`src/rtl/piezo_pkg.sv`:
```
// Shared thresholds and filter state type for the piezo alarm path.
// The piezo driver imports the same BATT_LOW_THRES so both blocks agree on the low-battery level.
package piezo_pkg;

   localparam int          MOVE_THRES     = 128;
   localparam int          OVR_SPD_THRES  = 1536;
   localparam logic [11:0] BATT_LOW_THRES = 12'h800;
   localparam logic [11:0] BATT_HYST      = 12'h040;
   localparam int          FILT_SMP       = 8;

   typedef enum logic {FLT_OFF, FLT_ON} flt_state_t;

endpackage

```
`src/rtl/alarm_filt.sv`:
```
// Debounce filter for one alarm flag: the flag toggles after FILT_SMP
// consecutive qualifying samples. A non-qualifying sample restarts the run.
module alarm_filt
   import piezo_pkg::*;
#(
   parameter int FILT_SMP = piezo_pkg::FILT_SMP
) (
   input  logic clk,
   input  logic rst_n,
   input  logic vld,
   input  logic qual,
   input  logic clr,
   output logic flag
);

   localparam int               CNT_W    = $clog2(FILT_SMP + 1);
   localparam logic [CNT_W-1:0] CNT_LAST = CNT_W'(FILT_SMP - 1);

   flt_state_t       state, state_nxt;
   logic [CNT_W-1:0] cnt, cnt_nxt;

   // NOTE: sequential state uses non-blocking assignments so every flop samples pre-edge values.
   always_ff @(posedge clk or negedge rst_n) begin
      if (!rst_n) begin
         state <= FLT_OFF;
         cnt   <= '0;
      end else begin
         state <= state_nxt;
         cnt   <= cnt_nxt;
      end
   end

   // NOTE: every signal gets a hold default first, so no path through this block infers a latch.
   always_comb begin
      state_nxt = state;
      cnt_nxt   = cnt;
      if (clr) begin
         state_nxt = FLT_OFF;
         cnt_nxt   = '0;
      end else if (vld) begin
         if (!qual) begin
            cnt_nxt = '0;
         end else if (cnt == CNT_LAST) begin
            state_nxt = (state == FLT_ON) ? FLT_OFF : FLT_ON;
            cnt_nxt   = '0;
         end else begin
            cnt_nxt = cnt + 1'b1;
         end
      end
   end

   always_comb flag = (state == FLT_ON);

endmodule

```
`src/rtl/piezo_alarm_gen.sv`:
```
// Turns sampled wheel-speed and battery readings into debounced moving,
// overspeed and low-battery levels, plus a pulse when any of them changes.
module piezo_alarm_gen
   import piezo_pkg::*;
#(
   parameter int                SPD_W          = 11,
   parameter int                BATT_W         = 12,
   parameter int                MOVE_THRES     = piezo_pkg::MOVE_THRES,
   parameter int                OVR_SPD_THRES  = piezo_pkg::OVR_SPD_THRES,
   parameter logic [BATT_W-1:0] BATT_LOW_THRES = piezo_pkg::BATT_LOW_THRES,
   parameter logic [BATT_W-1:0] BATT_HYST      = piezo_pkg::BATT_HYST,
   parameter int                FILT_SMP       = piezo_pkg::FILT_SMP
) (
   input  logic                    clk,
   input  logic                    rst_n,
   input  logic                    vld,
   input  logic signed [SPD_W-1:0] lft_spd,
   input  logic signed [SPD_W-1:0] rght_spd,
   input  logic [BATT_W-1:0]       batt,
   input  logic                    en_steer,
   output logic                    moving,
   output logic                    ovr_spd,
   output logic                    batt_low,
   output logic                    alarm_chg
);

   localparam logic [SPD_W:0]   MOVE_T   = (SPD_W+1)'(MOVE_THRES);
   localparam logic [SPD_W-1:0] OVR_T    = SPD_W'(OVR_SPD_THRES);
   localparam logic [BATT_W:0]  BATT_CLR = {1'b0, BATT_LOW_THRES} + {1'b0, BATT_HYST};

   logic signed [SPD_W:0] spd_sum, spd_avg;
   logic [SPD_W:0]        abs_avg;
   logic [SPD_W-1:0]      abs_lft, abs_rght;
   logic                  mov_raw, ovr_raw;
   logic                  mov_qual, ovr_qual, batt_qual;
   logic [2:0]            flags, flags_d;

   // The average keeps one extra bit so |avg| of the most negative sum stays exact.
   always_comb begin
      spd_sum  = {lft_spd[SPD_W-1], lft_spd} + {rght_spd[SPD_W-1], rght_spd};
      spd_avg  = spd_sum >>> 1;
      abs_avg  = spd_avg[SPD_W] ? (~spd_avg + 1'b1) : spd_avg;
      abs_lft  = lft_spd[SPD_W-1] ? (~lft_spd + 1'b1) : lft_spd;
      abs_rght = rght_spd[SPD_W-1] ? (~rght_spd + 1'b1) : rght_spd;
      mov_raw  = en_steer && (abs_avg > MOVE_T);
      ovr_raw  = (abs_lft > OVR_T) || (abs_rght > OVR_T);
   end

   // A sample qualifies when it argues for the opposite of the current flag.
   always_comb begin
      mov_qual  = mov_raw ^ moving;
      ovr_qual  = ovr_raw ^ ovr_spd;
      batt_qual = batt_low ? ({1'b0, batt} >= BATT_CLR) : (batt < BATT_LOW_THRES);
   end

   alarm_filt #(.FILT_SMP(FILT_SMP)) u_mov_filt (
      .clk   (clk),
      .rst_n (rst_n),
      .vld   (vld),
      .qual  (mov_qual),
      .clr   (!en_steer),
      .flag  (moving)
   );

   alarm_filt #(.FILT_SMP(FILT_SMP)) u_ovr_filt (
      .clk   (clk),
      .rst_n (rst_n),
      .vld   (vld),
      .qual  (ovr_qual),
      .clr   (1'b0),
      .flag  (ovr_spd)
   );

   alarm_filt #(.FILT_SMP(FILT_SMP)) u_batt_filt (
      .clk   (clk),
      .rst_n (rst_n),
      .vld   (vld),
      .qual  (batt_qual),
      .clr   (1'b0),
      .flag  (batt_low)
   );

   assign flags = {moving, ovr_spd, batt_low};

   always_ff @(posedge clk or negedge rst_n) begin
      if (!rst_n) begin
         flags_d   <= '0;
         alarm_chg <= 1'b0;
      end else begin
         flags_d   <= flags;
         alarm_chg <= (flags != flags_d);
      end
   end

endmodule

```
`config.mk`:
```
export PLATFORM = sky130hd
export DESIGN_NAME = piezo_alarm_gen
export DESIGN_NICKNAME = d
export VERILOG_FILES = /design/src/rtl/piezo_pkg.sv /design/src/rtl/alarm_filt.sv /design/src/rtl/piezo_alarm_gen.sv
export SDC_FILE = /design/constraint.sdc
export NUM_CORES = 1
export LEC_CHECK = 0
export BUFFER_PORTS_ARGS = -buffer_cell sky130_fd_sc_hd__buf_2
export CELL_PAD_IN_SITES_DETAIL_PLACEMENT = 0
export CELL_PAD_IN_SITES_GLOBAL_PLACEMENT = 2
export CORE_MARGIN = 3
export CORE_UTILIZATION = 35
export DETAILED_ROUTE_END_ITERATION = 8
export PLACE_DENSITY = 0.88
export SLEW_MARGIN = 20
export SYNTH_ARGS = -nofsm -noshare
export SYNTH_HDL_FRONTEND = slang
export SYNTH_SLANG_ARGS = --single-unit
```
`constraint.sdc`:
```
create_clock -name clk -period 3.02 [get_ports clk]
set_input_delay 0.151 -clock clk [delete_from_list [all_inputs] [get_ports clk]]
set_output_delay 0.151 -clock clk [all_outputs]
set_load 0.05 [all_outputs]
```
==> key figures <==
Synthesis
  • Largest cells by area after synthesis: dfrtp_1 25%, ha_1 11%, nand2_1 3.8%
  • Net Count, Synth: 268
  • Synth Flop Type: dfrtp_1
  • Post-synthesis cell count: 213
  • Top cells by count, synth: 19 x dfrtp_1, 19 x nand2_1, 16 x ha_1, 15 x inv_1, 14 x o21ai_0
  • Syn Area/Cell: 8.864 um2
  • Syn Std Cell Area: 1888 um2
  • Largest area contributor in the netlist: dfrtp_1
  • EDFF count, synth: 0
  • Sequential cell area fraction in the yosys report: between 20 and 30%
  • Seq cells post-synth: 19
  • Synth top area share: between 20% and 30%
  • Synth warnings: 0
  • Yosys cell types: 62
  • FFs w/ async S/R, synth: 100.0%

Outcome
  • Status: completed

Pwr
  • Power per cell area: 360.1 nW/um2
  • Power, Total: 800.6 uW
  • P_leak: 1.029 nW
  • Worst vdd rail ir drop: 0.1512 mV

Worst hold path
  • Min-Delay Path Class: in -> reg
  • Hold Crit Start: en_steer
  • Hold path depth: 3

Timing
  • Final setup viols: 0
  • Period Utilization, post-route: 90.35%
  • WHS: 189.3 ps
  • Slew HR: 72.28%
  • Worst-Margin Slew: 415.7 ps
  • Final setup TNS: 0 ps
  • Final min period: 2729 ps
  • Final Skew: between 4 and 5 ps
  • Max Fclk: about 370 MHz
  • Pins Over Slew Limit: 0
  • Unrepaired setup endpoints after global routing: no
  • Final Hold Vio Count: 0

Critical path
  • FF-to-FF Start: u_mov_filt.cnt[0]
  • Critical path depth: 13
  • CP delay by family, top: compound AO/OA/AOI/OAI gates
  • R2R cell count: 3
  • CP endpoint kind: flip-flop
  • Crit-path max cell delay: 480 ps
  • Critical Path Slowest Stage Cell: fa_1
  • Worst setup SP type: primary input
  • Critical path launch point: lft_spd[1]
  • Crit Path Max Fanout: 4
  • CP Cell Sequence: buf_2 > inv_1 > fa_1 > nand2b_1 > a21oi_4 > xnor2_1 > nand3_1 > or3b_1 > a211o_1 > a22oi_2 > o22ai_2 > xnor2_2 > a221oi_2
  • Worst Path Required: roughly 3200 ps
  • Buf+Inv Stages, Crit Path: 2
  • Worst EP arrival: between 2000 and 3000 ps
  • Critical path type: in -> reg

Final layout
  • Nets: 312
  • Post-route insts no fill: 326
  • Share of cells above drive strength 1: 25.78%
  • Area delta synth->final: 17.76%
  • N_diodes: 0
  • Fillers: between 500 and 600

Placed design
  • GPL Wtd Cong: 0.7548
  • Placed Cells: about 320
  • Dpl hpwl: 3527 um
  • PortBufs: 35

Floorplan
  • Full die area: ~6300 um2
  • CORE AREA: 5172 um2
  • # rows: 26
  • Starting Density: 36.50%
  • I/O pins: 42
  • Die Y: 79.45 um
  • Die width: 79.45 um

Run
  • MaxCap Viol Count: 0

GRT
  • GRT Total Usage: 14.76%
  • GRT met3 Usage: 2.596%
  • Congestion Overflow GR: 0
  • Met2 Use GR: approximately a quarter
  • Initial antenna violation count: 0
  • Pin count of the biggest net entering global routing: 24
  • Met1 GRT Util: 21.37%
  • First-pass GRT wire length: 7707 um
  • Vias in the first global route: 1735
  • Top Usage Layer GRT: met2

Clock tree
  • Post-CTS Resized: 0
  • Clk_lat worst skew: 250 ps
  • CTS tree: done
  • Root buf cell: clkbuf_8
  • Num CTS Buffers: 3
  • H-tree Lvls: 1
  • Clk buf depth: 2
  • Clk sinks: 19
  • Clock transition at path regs: 70 ps

Detailed routing
  • Routed Antenna Nets: 0
  • Drt initial violations: 48
  • DRT Wirelength: roughly 4300 um
  • Total number of vias: about 1700
  • Drc violations: 0
  • Drt wl/cell: 13.12 um
  • Vias per std cell: 5.242
  • Detailed Routing Iterations Pass 1: 5
-- routing by layer --
layer / part of all wire [%] / wire length (um) / vias up
met5: 0 / 0 / -
met4: 0.42 / 18 / 0
met3: 3.0 / 130 / 2
met2: 45 / 1930 / 26
met1: 51 / 2200 / 800
li1: - / - / 881
-- area by class of cell --
class	count	area (um2)	share of cell area, %
Clock buffer	4	45.04	2.026
Sequential cell	19	475.5	21.38
Multi-Input combinational cell	174	1314	59.09
Inverter	15	56.30	2.532
Timing Repair Buffer	44	245.2	11.03
Tap cell	70	87.58	3.939
-- cell families after synthesis --
kind of cell,after synthesis,share of synthesized area (%)
simple gates,78,21.60
compound gates,59,24.98
buf+inv,20,5.236
flops,19,25.18
fa+ha+maj,17,11.66
xor+xnor,15,8.549
mux,5,2.783
-- flip-flops by register name (all words and copies together) (netlist names) --
signal	cells
u_ovr_filt.cnt	4
u_ovr_filt.flag	1
alarm_chg	1
u_mov_filt.cnt	4
u_mov_filt.flag	1
flags_d	3
u_batt_filt.flag	1
u_batt_filt.cnt	4
-- what timing repair did --
item / in CTS / in global routing
endpoints found under the setup margin: 0 / 0
hold buffers: 1 / 0
hold endpoints to repair: 19 / 0
setup buffers: 0 / 0
-- path summary, 6_finish.rpt --
check                                     end  slack [ps]
max in group asynchronous  u_batt_filt.cnt[1]        2360
setup / recovery            u_mov_filt.cnt[3]         290
min in group asynchronous     u_ovr_filt.flag         360
setup reg to reg            u_mov_filt.cnt[3]        1500
hold reg to reg                    flags_d[1]         490
hold / removal              u_mov_filt.cnt[1]         190
-- placed cells by master, fill, tap and decap left out, types with 3 or more instances in the layout --
cell / synthesis / routed
ha_1: 16 / 16
clkbuf_8: 2 / 3
xor2_1: 6 / 6
buf_4: 0 / 8
mux2i_1: 3 / 3
nand3_1: 13 / 13
a21o_1: 4 / 4
xnor2_1: 6 / 6
nand2b_1: 4 / 4
nor3_1: 9 / 9
o2111ai_1: 3 / 3
dfrtp_1: 19 / 19
buf_2: 0 / 35
nand2_1: 19 / 19
a21oi_1: 4 / 4
nor2_1: 13 / 13
o22ai_1: 3 / 3
inv_1: 15 / 15
o21ai_0: 14 / 14
-- power by group --
part	internal (mW)	leakage, nW	switching [mW]
clock network	0.0937	0.0228	0.0814
logic	0.153	0.748	0.193
registers	0.268	0.258	0.0114
-- worst register-to-register path, cell delays in order, from the launching register on --
cell      delay [ps]
dfrtp_1          420
ha_1             270
or3_2            500
a221oi_2         230
-- through the flow --
stage	instance area [um2]	worst slack [ps]	util (%)
after CTS	2223	272.4	42.99
after floorplan	1888	252.3	-
final	2223	291.4	42.99
after global routing	2223	78.26	42.99
after detailed placement	2168	3.982	41.92
after global placement	2168	78.24	41.92
Note: power is estimated with default switching activity, not from simulation.
